<file path="src/rtl/hack_screen_pkg.sv">
// Shared constants and pixel types for the Hack screen scan-out path.
// The screen is 512x256 monochrome, stored as 8192 16-bit words, 32 words per row.
package hack_screen_pkg;

    localparam int SCREEN_W      = 512;
    localparam int SCREEN_H      = 256;
    localparam int WORDS_PER_ROW = 32;
    localparam int VRAM_AW       = 13;

    typedef struct packed {
        logic [4:0] r;
        logic [5:0] g;
        logic [4:0] b;
    } rgb565_t;

    function automatic rgb565_t rgb565_unpack(input logic [15:0] raw);
        return rgb565_t'(raw);
    endfunction

endpackage

</file>
<file path="src/rtl/hack_screen_scanout_sync.sv">
// One-cycle register for the LCD sync strobes so that they line up with the registered pixel colour.
module lcd_sync_delay (
    input  logic dclk,
    input  logic reset,
    input  logic de_in,
    input  logic hs_in,
    input  logic vs_in,
    output logic lcd_de,
    output logic lcd_hs,
    output logic lcd_vs
);

    logic [2:0] sync_d;
    logic [2:0] sync_q;

    always_comb begin
        sync_d = {de_in, hs_in, vs_in};
    end

    always_ff @(posedge dclk or posedge reset) begin
        if (reset) begin
            sync_q <= 3'b000;
        end else begin
            sync_q <= sync_d;
        end
    end

    assign lcd_de = sync_q[2];
    assign lcd_hs = sync_q[1];
    assign lcd_vs = sync_q[0];

endmodule

</file>
<file path="src/rtl/hack_screen_scanout.sv">
// Hack screen scan-out: windows the 512x256 Hack framebuffer onto the LCD timing stream.
// Build option HACK_SCANOUT_BORDER_EN: out-of-window active pixels use BORDER_RGB instead of black.
module hack_screen_scanout
    import hack_screen_pkg::*;
#(
    parameter int          V_OFFSET   = 8,
    parameter int          H_WORD_OFF = 1,
    parameter int          H_PIXELS   = 480,
    parameter logic        VS_POL     = 1'b0,
    parameter logic [15:0] FG_RGB     = 16'h0000,
    parameter logic [15:0] BG_RGB     = 16'hFFFF,
    parameter logic [15:0] BORDER_RGB = 16'h001F
) (
    input  logic               dclk,
    input  logic               reset,
    input  logic               de_in,
    input  logic               hs_in,
    input  logic               vs_in,
    output logic               vram_rd,
    output logic [VRAM_AW-1:0] vram_addr,
    input  logic [15:0]        vram_data,
    output logic               lcd_de,
    output logic               lcd_hs,
    output logic               lcd_vs,
    output logic [4:0]         lcd_r,
    output logic [5:0]         lcd_g,
    output logic [4:0]         lcd_b
);

    localparam int                 H_CLAMP  = (H_PIXELS < SCREEN_W) ? H_PIXELS : SCREEN_W;
    localparam logic [9:0]         H_LIMIT  = 10'(H_CLAMP);
    localparam logic [9:0]         V_FIRST  = 10'(V_OFFSET);
    localparam logic [9:0]         V_END    = 10'(V_OFFSET + SCREEN_H);
    localparam logic [VRAM_AW-1:0] WORD_OFF = VRAM_AW'(H_WORD_OFF);

`ifdef HACK_SCANOUT_BORDER_EN
    localparam logic [15:0] OUT_BORDER = BORDER_RGB;
`else
    // Without the border option the surround is black; the colour parameter is masked away.
    localparam logic [15:0] OUT_BORDER = BORDER_RGB & 16'h0000;
`endif

    logic               synced_q, synced_d;
    logic               vs_prev_q, vs_prev_d;
    logic [9:0]         line_q, line_d;
    logic [9:0]         x_q, x_d;
    logic [15:0]        buf_q, buf_d;
    logic [15:0]        shreg_q, shreg_d;
    logic               rd_valid_q, rd_valid_d;
    logic               vram_rd_q, vram_rd_d;
    logic [VRAM_AW-1:0] addr_q, addr_d;
    rgb565_t            rgb_q, rgb_d;

    logic vs_edge;
    logic de_fall;
    logic win;
    logic pix_bit;

    function automatic logic in_rows(input logic [9:0] line);
        return (line >= V_FIRST) && (line < V_END);
    endfunction

    function automatic logic [VRAM_AW-1:0] word_addr(input logic [9:0] line, input logic [5:0] word);
        logic [7:0] row;
        row = 8'(line - V_FIRST);
        return VRAM_AW'(row) * VRAM_AW'(WORDS_PER_ROW) + WORD_OFF + VRAM_AW'(word);
    endfunction

    lcd_sync_delay u_sync (
        .dclk   (dclk),
        .reset  (reset),
        .de_in  (de_in),
        .hs_in  (hs_in),
        .vs_in  (vs_in),
        .lcd_de (lcd_de),
        .lcd_hs (lcd_hs),
        .lcd_vs (lcd_vs)
    );

    // The delayed DE doubles as the previous-cycle DE for falling-edge detection.
    always_comb begin
        synced_d   = synced_q;
        vs_prev_d  = vs_in;
        line_d     = line_q;
        x_d        = x_q;
        buf_d      = buf_q;
        shreg_d    = shreg_q;
        rd_valid_d = vram_rd_q;
        vram_rd_d  = 1'b0;
        addr_d     = addr_q;
        rgb_d      = '0;
        pix_bit    = 1'b0;

        vs_edge = (vs_in == VS_POL) && (vs_prev_q != VS_POL);
        de_fall = lcd_de && !de_in;
        win     = synced_q && in_rows(line_q) && (x_q < H_LIMIT);

        if (rd_valid_q) begin
            buf_d = vram_data;
        end

        if (de_in) begin
            if (x_q != 10'h3FF) begin
                x_d = x_q + 10'd1;
            end
            if (win) begin
                pix_bit = (x_q[3:0] == 4'd0) ? buf_q[0] : shreg_q[x_q[3:0]];
                rgb_d   = rgb565_unpack(pix_bit ? FG_RGB : BG_RGB);
                if (x_q[3:0] == 4'd0) begin
                    shreg_d   = buf_q;
                    vram_rd_d = 1'b1;
                    addr_d    = word_addr(line_q, x_q[9:4] + 6'd1);
                end
            end else begin
                rgb_d = rgb565_unpack(OUT_BORDER);
            end
        end

        // A frame start overrides a coincident end-of-line.
        if (vs_edge) begin
            line_d   = 10'd0;
            x_d      = 10'd0;
            synced_d = 1'b1;
            if (in_rows(10'd0)) begin
                vram_rd_d = 1'b1;
                addr_d    = word_addr(10'd0, 6'd0);
            end
        end else if (de_fall) begin
            line_d = (line_q == 10'h3FF) ? line_q : line_q + 10'd1;
            x_d    = 10'd0;
            if (synced_q && in_rows(line_d)) begin
                vram_rd_d = 1'b1;
                addr_d    = word_addr(line_d, 6'd0);
            end
        end
    end

    always_ff @(posedge dclk or posedge reset) begin
        if (reset) begin
            synced_q   <= 1'b0;
            vs_prev_q  <= VS_POL;
            line_q     <= '0;
            x_q        <= '0;
            buf_q      <= '0;
            shreg_q    <= '0;
            rd_valid_q <= 1'b0;
            vram_rd_q  <= 1'b0;
            addr_q     <= '0;
            rgb_q      <= '0;
        end else begin
            synced_q   <= synced_d;
            vs_prev_q  <= vs_prev_d;
            line_q     <= line_d;
            x_q        <= x_d;
            buf_q      <= buf_d;
            shreg_q    <= shreg_d;
            rd_valid_q <= rd_valid_d;
            vram_rd_q  <= vram_rd_d;
            addr_q     <= addr_d;
            rgb_q      <= rgb_d;
        end
    end

    assign vram_rd   = vram_rd_q;
    assign vram_addr = addr_q;
    assign lcd_r     = rgb_q.r;
    assign lcd_g     = rgb_q.g;
    assign lcd_b     = rgb_q.b;

endmodule

</file>
<file path="config.mk">
export PLATFORM = sky130hd
export DESIGN_NAME = hack_screen_scanout
export DESIGN_NICKNAME = d
export VERILOG_FILES = /design/src/rtl/hack_screen_pkg.sv /design/src/rtl/hack_screen_scanout_sync.sv /design/src/rtl/hack_screen_scanout.sv
export SDC_FILE = /design/constraint.sdc
export NUM_CORES = 1
export LEC_CHECK = 0
export ABC_AREA = 1
export BUFFER_PORTS_ARGS = -buffer_cell sky130_fd_sc_hd__buf_2
export CAP_MARGIN = 20
export CORE_MARGIN = 2
export CORE_UTILIZATION = 60
export CTS_BUF_LIST = sky130_fd_sc_hd__clkbuf_4 sky130_fd_sc_hd__clkbuf_8 sky130_fd_sc_hd__clkbuf_16
export DETAILED_ROUTE_END_ITERATION = 8
export PLACE_DENSITY = 0.82
export SLEW_MARGIN = 20
export SYNTH_ARGS = -nofsm -noshare
export SYNTH_HDL_FRONTEND = slang
export SYNTH_SLANG_ARGS = --single-unit
</file>
<file path="constraint.sdc">
create_clock -name dclk -period 6.3 [get_ports dclk]
set_input_delay 1.26 -clock dclk [delete_from_list [all_inputs] [get_ports dclk]]
set_output_delay 1.26 -clock dclk [all_outputs]
set_load 0.01 [all_outputs]
</file>
==> impl_metrics.tcl, run 1 <==
set metrics [dict create \
    setup_violations 0 \
    end_kind "flip-flop" \
    nets 613 \
    hp-class "flip-flop to flip-flop" \
    cts-buffers-inserted 9 \
    fin_crit_ns 2.42 \
    leakagePower_nw 2.44 \
    synth-edff-count 0 \
    final_common_cell "nand2_1" \
    avgSynthCellArea_um2 7.70 \
    drc_errors 0 \
    final_cell_mix "150 x nand2_1, 72 x dfrtp_1, 68 x inv_1, 58 x o21ai_0, 53 x buf_2" \
    antenna_found_initial 0 \
    path_class "input pin to flip-flop" \
    maxClockFrequency_ghz 0.412 \
    fin_tns_setup_ns 0 \
    gr-total-overflow 0 \
    cts_resized 0 \
    die_width_um 87.5 \
    dr.pass1.iters 5 \
    cp.required_ns 6.55 \
    rows 30 \
    cts_tree "built" \
    ys_seq_area_share_pct 43.1 \
    hold_viol 0 \
    drt_iter0_drc 376 \
    drive_above_1_share_pct 17.9 \
    worstReg2RegStart "line_q[1]" \
    clkLatencyLatePin_ns 0.36 \
    netlist_instances 543 \
    synth_flop_cell "dfrtp_1" \
    critPathLaunchType "input pin" \
    maxSlewViolCount 0 \
    dieHeight_um 87.5 \
    gp_congestion 0.915 \
    port_buffers 53 \
    worst_pin_slew_ns 0.894 \
    clk_pin_slew_worst_paths_ns 0.08 \
    relSlewSlack_pct 40.4 \
    yosysUniqueCellTypes 38 \
    rsz0062_at_grt "no" \
    io_pins 54 \
    startpoint "de_in" \
    hp-start "vram_rd" \
    cts.sink_count 72 \
    arrival_ns 2.67 \
    cts_setup_buffers 0 \
    n_antenna_cell 0 \
    max-vdd-ir-drop_v 0.000212 \
    skew_ns 0.00756 \
    ys_warn_count 0 \
    final_util_pct 67.3 \
    htreeDepth 3 \
    root_buffer "clkbuf_8" \
    whs_ns 0.385 \
    area.growth.synth_to_final_pct 8.77 \
    grt_pass1_wl_um 15900 \
    dp_hpwl_um 6710 \
    die_area_um2 7650 \
    ant_nets 0 \
    power_mw 1.29 \
    grt_max_degree 73 \
    wl_um 9240 \
    period_share_pct 38.5 \
    status "finished, final reports clean" \
    dr_total_vias 3646 \
    ys_async_sr_fraction_pct 100 \
    path_max_fanout 17 \
    synth_nets 576 \
    vias_per_cell 5.48 \
    wl_per_cell_um 13.9 \
    start_util_pct 61.9 \
    track_usage_pct 26.8 \
    grt_pass1_vias 3471 \
    r2r_slack_ns 3.94 \
    clk_path_buf_depth 2 \
    core_area_um2 6760 \
    cap_viol_max_count 0 \
    cts_hold_buf 0 \
    synth_seq_cells 72 \
    syn-cell-area_um2 4180 \
    p_per_area_nw_per_um2 283 \
]
-- cell families after synthesis --
kind of cell / count (synthesis) / share of synthesized area [%]
compound gates: 88 / 11.5
xor+xnor: 8 / 1.68
simple gates: 255 / 27.9
flops: 72 / 43.1
buf+inv: 106 / 11.7
mux: 2 / 0.539
fa+ha+maj: 12 / 3.59
-- critical path: stages --
cell and delay (ns):
buf_2 0.12, inv_1 0.05, nand2_1 0.07, nor2_1 0.31, nand2_1 0.11, a21oi_2 0.23
nand3_4 0.21, inv_2 0.15, nand2_1 0.06, nand2_1 0.06, inv_1 0.04
-- sequential cells by signal (all words and copies together) (netlist names) --
| name | cells |
|---|---|
| lcd_b | 1 |
| synced_q | 1 |
| vram_addr | 13 |
| line_q | 10 |
| rd_valid_q | 1 |
| x_q | 10 |
| shreg_q | 16 |
| buf_q | 16 |
| u_sync.sync_q | 3 |
| vram_rd | 1 |
-- power by group --
| part | switching, mW | internal (mW) | total (mW) |
|---|---|---|---|
| sequential | 0.0782 | 0.596 | 0.674 |
| combinational | 0.159 | 0.110 | 0.269 |
| clock | 0.187 | 0.158 | 0.345 |
| total | 0.425 | 0.864 | 1.29 |
-- cell type report --
| class | instances | area, µm² |
|---|---|---|
| inverters | 78 | 293 |
| clock inverters | 6 | 51.3 |
| multi-input cells | 365 | 1890 |
| clock buffers | 10 | 138 |
| repair buffers | 54 | 273 |
| well taps | 80 | 100 |
| flip-flops and latches | 72 | 1800 |
| fillers | 536 | 2210 |
-- Yosys cell counts (6+ instances only) --
library cell,instances,area share [%]
buf_4,17,3.1
xor2_1,6,1.3
ha_1,12,3.6
a21oi_1,10,1.2
nand3_1,30,3.6
o21ai_0,58,6.9
o22ai_1,9,1.3
dfrtp_1,72,43
inv_2,7,0.63
nor2_1,41,3.7
inv_1,69,6.2
nand2_1,150,13
-- path summary, 6_finish.rpt --
check / to / depth (start not counted)
setup / recovery: vram_addr[12] / 11
hold / removal: rd_valid_q / 0
setup reg to reg: vram_addr[12] / 13
hold reg to reg: rd_valid_q / 0
max in group asynchronous: synced_q / 3
min in group asynchronous: vram_addr[12] / 3
-- metal layers --
layer | part of all wire, % | up-vias | track usage, %
met5 | 0 | - | 0
met2 | 45 | 135 | 39.5
met1 | 47 | 1709 | 38.5
met4 | 1.4 | 0 | 8.53
met3 | 7.2 | 16 | 7.39
li1 | - | 1786 | -
-- metrics by stage --
stage                     instance area (µm²)  std cells  worst slack [ns]
after global routing                     4550        665              3.59
after CTS                                4550        665              3.90
final                                    4550        665              3.88
after detailed placement                 4360        649              3.55
after global placement                   4360        649              3.61
after floorplan                          4180        543              3.22
Note: power is estimated with default switching activity, not from simulation.
==> run 2: changes to the inputs <==
Settings changed: ABC_AREA 1 to 0, CORE_UTILIZATION 60 to 52, PLACE_DENSITY 0.82 to 0.76.
Clock period 6.3 ns to 2.09 ns, I/O delays scaled along.
==> run 2 against run 1 <==
Against the previous run: the flow now finishes with violations (negative setup slack); critical path depth rose by 1; final cell count down 5.3%; synthesized cell count fell by 29%; sequential cell count stayed put; cell area up 30%; largest power group unchanged.
==> impl_metrics.tcl, run 2 <==
set metrics [dict create \
    status "complete, but fails checks" \
    violations "negative setup slack" \
    setup_ws_ns -0.692 \
    nets 555 \
    start_util_pct 52.7 \
    clk_pin_slew_worst_paths_ns 0.08 \
    area.growth.synth_to_final_pct 47.3 \
    dp_hpwl_um 6730 \
    clk_path_buf_depth 2 \
    max-vdd-ir-drop_v 0.000505 \
    synth_commonest_cells "72 x dfrtp_1, 40 x nor2_1, 29 x nand2_1" \
    hp-class "input pin to asynchronous set/reset pin" \
    leakagePower_nw 2.80 \
    yosysMostFrequentCell "dfrtp_1" \
    p_switching_mw 1.20 \
    path_max_fanout 3 \
    wl_per_cell_um 21.8 \
    place_ws_ns -0.365 \
    antenna_found_initial 1 \
    fin_tns_setup_ns -8.14 \
    cp.required_ns 2.34 \
    period_share_pct 133 \
    relSlewSlack_pct 48.6 \
    root_buffer "clkbuf_8" \
    syn-cell-area_um2 4010 \
    vias_per_cell 6.05 \
    netlist_instances 384 \
    synth.area.top_cells "dfrtp_1 45%, mux2_2 4.8%, mux2_1 4.5%, xnor2_1 3.9%, ha_1 3.7%" \
    clock_power_share_pct 29.1 \
    drive_above_1_share_pct 55.2 \
    drt_iter0_drc 295 \
    die_area_um2 8440 \
    combPwrFrac_pct 23.3 \
    internal-power_mw 2.80 \
    p_per_area_nw_per_um2 677 \
    gr-total-overflow 0 \
    swShare_pct 30.1 \
    dp.cells 582 \
    track_usage_pct 31.1 \
    path_class "flip-flop to flip-flop" \
    design_area_um2 5910 \
    final_cells 630 \
    htreeDepth 3 \
    drc_errors 0 \
    dpl_cell_area_um2 4850 \
    avgSynthCellArea_um2 10.4 \
    cts_tree "built" \
    worst_pin_slew_ns 0.769 \
    io_pins 54 \
    die_width_um 91.8 \
    maxClockFrequency_ghz 0.359 \
    fin_crit_ns 2.78 \
    grt_pass1_wl_um 20200 \
    grt_pass1_vias 3895 \
    grtUsageMet2_pct 53.5 \
    end_kind "flip-flop" \
    clkLatencyLatePin_ns 0.36 \
    dieHeight_um 91.8 \
    synth-edff-count 0 \
    cts.sink_count 72 \
    cts_hold_buf 0 \
    cap_viol_max_count 0 \
    hold_viol 0 \
    ant_nets 0 \
    yosys.area.top_type_share_pct 44.9 \
    top_usage_layer "met2" \
    dr_total_vias 3814 \
    seq_power_share_pct 47.6 \
    ys_seq_area_share_pct 44.9 \
    maxSlewViolCount 0 \
    grtUsageMet3_pct 6.16 \
    rows 32 \
    rsz0062_at_grt "yes" \
    core_area_um2 7610 \
    synth_seq_cells 72 \
    synth_nets 417 \
    ys_warn_count 0 \
    yosysUniqueCellTypes 52 \
    critPathLaunchType "flip-flop" \
    power_mw 4.00 \
    final_cell_mix "78 x buf_4, 68 x dfrtp_1, 53 x buf_2, 28 x nand2_1, 27 x nor2_1" \
    wl_um 13800 \
    port_buffers 53 \
    setup_violations 38 \
    skew_ns 0.0127 \
    gp_congestion 0.895 \
    synth_flop_cell "dfrtp_1" \
    yosysTopAreaCell "dfrtp_1" \
    ys_async_sr_fraction_pct 100 \
    grt_max_degree 30 \
    cts-buffers-inserted 9 \
    met1_usage_pct 37.8 \
    arrival_ns 3.03 \
    dr.pass1.iters 5 \
    final_common_cell "buf_4" \
]
[run 2: cell types whose count changed after synthesis, moves of 6 or more]
cell / change
xnor2_1: +16
nand3_1: -18
o21ai_0: -46
inv_1: -60
nand2_1: -121
mux2_2: +15
or3_1: +7
o22ai_1: -8
mux2i_1: +8
mux2_1: +16
inv_2: -6
a21oi_1: +13
xor2_1: +9
[run 2: metal layers]
layer | share of wire [%] | wire length (µm)
met5 | 0 | 0
met4 | 5.0 | 694
met3 | 7.0 | 959
met2 | 50 | 6870
met1 | 38 | 5230
[run 2: critical path, stage by stage (launching register included)]
cell and delay [ns]:
dfrtp_1 0.41, ha_4 0.17, nand3_4 0.08, xnor2_2 0.13, ha_1 0.38, a41oi_2 0.20
buf_4 0.21, o21a_1 0.20, o21ai_0 0.27, buf_4 0.21, nand3_2 0.09, nor3b_4 0.16
a2bb2oi_2 0.15
[run 2: cell type report]
class | instances | area [µm²]
Tap cell | 102 | 128
Timing Repair Buffer | 161 | 1320
Inverter | 10 | 41.3
Clock buffer | 10 | 138
Sequential cell | 72 | 1810
Fill cell | 413 | 1700
Multi-Input combinational cell | 268 | 2410
Antenna cell | 1 | 2.50
Clock inverter | 6 | 66.3
[run 2: logic make-up (layout without fill, tap and decap cells)]
| group | Yosys count | after routing | synth area share [%] |
|---|---|---|---|
| and+or+nand+nor | 124 | 124 | 15.4 |
| DFF | 72 | 72 | 44.9 |
| AOI/OAI and AO/OA | 51 | 51 | 7.83 |
| muxes | 48 | 48 | 14.8 |
| buffers and inverters | 44 | 187 | 6.14 |
| xor gates and xnor gates | 33 | 33 | 7.20 |
| adders and majority gates | 12 | 12 | 3.74 |
| other | 0 | 1 | 0 |
[run 2: power groups by stage]
| stage | clock, mW | sequential, mW | combinational, mW |
|---|---|---|---|
| 2_1_floorplan | 0 | 1.87 | 0.452 |
| 3_3_place_gp | 0 | 1.86 | 0.737 |
| 3_5_place_dp | 0 | 1.88 | 0.772 |
| 4_1_cts | 1.15 | 1.87 | 0.847 |
| 5_1_grt | 1.22 | 1.92 | 0.998 |
| 6_report | 1.16 | 1.90 | 0.932 |
[run 2: timing repair]
action,4_1_cts,5_1_grt
resized for setup,85,37
pin swaps,35,13
setup endpoints to repair,32,34
cloned,7,0
buffers inserted,19,9
[run 2: through the flow]
stage / hold WS [ns] / util, %
finish: 0.112 / 77.7
global route: 0.153 / 77.7
CTS: 0.141 / 75.3
detailed placement: 0.390 / 63.7
global placement: 0.390 / 63.7
floorplan: 0.416 / -
[run 2: worst paths after layout]
kind | endpoint | slack, ns | cells past startpoint | from
worst min register to register | rd_valid_q | 0.44 | 0 | vram_rd
worst max-delay path | vram_addr[11] | -0.69 | 12 | x_q[6]
max in group asynchronous | buf_q[11] | 1.32 | 3 | reset
worst min-delay path | shreg_q[15] | 0.11 | 2 | reset
worst max register to register | vram_addr[11] | -0.69 | 12 | x_q[6]
min in group dclk | u_sync.sync_q[1] | 0.16 | 1 | hs_in
==> run 3: changes to the inputs <==
Settings changed: CORE_UTILIZATION 52 to 53, PLACE_DENSITY 0.76 to 0.77, SYNTH_HIERARCHICAL set to 1.
==> run 3 against run 2 <==
Against the previous run: highest routed layer unchanged; largest power group unchanged; sequential share of layout area is 1.7 points higher; the run still ends with negative setup slack left; sequential cell count grew 1; critical path type unchanged; clock power about the same; utilization decreased by 4.8 points; count of clock-buffer cells in the layout stayed put.
==> impl_metrics.tcl, run 3 <==
set metrics [dict create \
    root_buffer "clkbuf_8" \
    maxSlewViolCount 0 \
    start_util_pct 54.8 \
    wl_per_cell_um 16.1 \
    final_cell_mix "80 x nand2_1, 75 x buf_4, 71 x dfrtp_1, 53 x buf_2, 37 x nor2_1" \
    vias_per_cell 5.52 \
    cp_slowest_cell "dfrtp_1" \
    cap_viol_max_count 0 \
    worst_pin_slew_ns 0.659 \
    max_stage_delay_ns 0.39 \
    grt_max_degree 40 \
    arrival_ns 2.89 \
    io_pins 54 \
    fin_crit_ns 2.61 \
    yosysUniqueCellTypes 60 \
    ys_seq_area_share_pct 42.9 \
    die_width_um 93.6 \
    critical_path.top_delay_family "compound AO/OA/AOI/OAI gates" \
    dp.cells 640 \
    critPathLaunchType "flip-flop" \
    dpl_cell_area_um2 5030 \
    final_common_cell "nand2_1" \
    drc_errors 0 \
    cts-buffers-inserted 9 \
    cts_tree "built" \
    hp-class "input pin to flip-flop" \
    cp.required_ns 2.37 \
    period_share_pct 125 \
    setup_violations 14 \
    crit_buf_inv 4 \
    yosys.area.top_type_share_pct 42.9 \
    track_usage_pct 25.4 \
    design_area_um2 5660 \
    clk_path_buf_depth 2 \
    n_fill_cell 557 \
    avgSynthCellArea_um2 9.48 \
    maxClockFrequency_ghz 0.383 \
    rsz0062_at_grt "yes" \
    yosysMostFrequentCell "nand2_1" \
    nets 602 \
    status "complete, but fails checks" \
    n_antenna_cell 0 \
    drt_iter0_drc 216 \
    dr_total_vias 3740 \
    end_kind "flip-flop" \
    hold_viol 0 \
    ant_nets 0 \
    synth_seq_cells 73 \
    synth-edff-count 0 \
    ys_async_sr_fraction_pct 100 \
    dieHeight_um 93.6 \
    dr.pass1.iters 5 \
    crit_top_cell "buf_6" \
    ys_warn_count 6 \
    p_per_area_nw_per_um2 691 \
    clkLatencyLatePin_ns 0.35 \
    path_max_fanout 4 \
    rows 32 \
    max-vdd-ir-drop_v 0.000648 \
    crit_chain "and3_4 > and3_4 > xor2_1 > ha_1 > buf_4 > buf_6 > buf_6 > buf_6 > a41oi_4 > o31a_1 > a21oi_2 > xnor2_1 > nand2_1 > a22oi_2" \
    grt_pass1_vias 3661 \
    die_area_um2 8760 \
    final_util_pct 72.9 \
    skew_ns 0.0118 \
    area.growth.synth_to_final_pct 33.1 \
    final_cells 677 \
    clk_pin_slew_worst_paths_ns 0.09 \
    netlist_instances 449 \
    drive_above_1_share_pct 40.7 \
    synth_commonest_cells "80 x nand2_1, 73 x dfrtp_1, 44 x nor2_1" \
    htreeDepth 3 \
    syn-cell-area_um2 4260 \
    setup_ws_ns -0.519 \
    yosysTopAreaCell "dfrtp_1" \
    violations "negative setup slack" \
    path_class "flip-flop to flip-flop" \
    wl_um 10900 \
    relSlewSlack_pct 56.1 \
    antenna_found_initial 0 \
    synth_nets 481 \
    grt_pass1_wl_um 17300 \
    core_area_um2 7770 \
    port_buffers 53 \
    leakagePower_nw 2.71 \
    gp_congestion 0.941 \
    synth.area.top_cells "dfrtp_1 43%, nand2_1 7.1%, mux2_2 4.5%, nor2_1 3.9%, xnor2_1 3.5%" \
    gr-total-overflow 0 \
    cts.sink_count 73 \
    synth_flop_cell "dfrtp_1" \
    dp_hpwl_um 7220 \
]
## run 3: changes by cell type in the layout (fill, tap and decap cells not counted), sizes merged, moves of 4 or more
cell / previous run / this run
inv: 10 / 16
nand3: 13 / 7
nand2: 29 / 82
or3: 8 / 2
nor2: 40 / 44
buf: 161 / 147
nor3: 4 / 12
mux2: 35 / 19
and3: 3 / 9
a21oi: 23 / 16
nand2b: 3 / 7
## run 3: worst paths after layout
| kind | slack, ns | cells past startpoint | end | from |
|---|---|---|---|---|
| max in group asynchronous | 0.96 | 4 | shreg_q[11] | reset |
| min | 0.17 | 1 | u_sync/sync_q[1] | hs_in |
| min in group asynchronous | 0.51 | 3 | u_sync/sync_q[2] | reset |
| max reg2reg | -0.52 | 14 | vram_addr[11] | x_q[7] |
| min reg2reg | 0.38 | 0 | rd_valid_q | vram_rd |
| max | -0.52 | 14 | vram_addr[11] | x_q[7] |
## run 3: cell families (layout without fill, tap and decap cells)
group,count (synthesis),count (layout),share of synthesized area [%]
mux,31,31,9.41
flops,73,73,42.9
fa+ha+maj,11,11,3.23
simple gates,190,190,20.6
xor+xnor,30,30,6.35
compound gates,61,61,10.5
buf+inv,53,179,6.94
## run 3: metrics by stage
step           worst slack (ns)  power [mW]  hold slack [ns]  TNS, ns
2_1_floorplan            -0.431        2.39            0.172    -3.48
3_3_place_gp             -0.317        2.66            0.326    -2.15
3_5_place_dp             -0.383        2.71            0.327    -3.53
4_1_cts                  -0.396        3.89            0.160    -3.82
5_1_grt                  -0.678        4.11            0.162    -6.21
6_report                 -0.519        3.92            0.170    -4.87
## run 3: cell type report
class / instances / area, µm² / share of cell area (%)
multi-input cells: 323 / 2350 / 41.5
flip-flops and latches: 73 / 1830 / 32.3
clock inverters: 6 / 65.1 / 1.15
clock buffers: 10 / 131 / 2.32
inverters: 15 / 60.1 / 1.06
well taps: 102 / 128 / 2.25
repair buffers: 148 / 1100 / 19.5
## run 3: layer usage
layer	vias up	GRT usage, %	share of wire, %
met3	23	3.87	4.4
met1	1850	33.5	42
met4	0	10.0	2.4
met2	110	42.3	51
li1	1757	-	-
met5	-	0	0
## run 3: worst register-to-register path, cell delays in order, from the launching register on
cell and delay (ns):
dfrtp_1 0.39, and3_4 0.17, and3_4 0.18, xor2_1 0.14, ha_1 0.33, buf_4 0.12
buf_6 0.08, buf_6 0.08, buf_6 0.10, a41oi_4 0.13, o31a_1 0.33, a21oi_2 0.12
xnor2_1 0.13, nand2_1 0.09, a22oi_2 0.16
## run 3: where the power goes
group / internal, mW / total, mW / switching, mW / leakage, nW
registers: 1.71 / 1.90 / 0.185 / 0.952
logic: 0.476 / 0.877 / 0.401 / 1.66
clock network: 0.569 / 1.14 / 0.573 / 0.100
total: 2.76 / 3.92 / 1.16 / 2.71
## run 3: timing repair
item                                   in CTS  in global routing
setup buffers                              14                  6
endpoints found under the hold margin       3                  0
setup endpoints to repair                  33                 34
gates cloned                                1                  0
gates resized for setup                    23                 35
hold buffers                                1                  0
pin swaps                                  17                 14
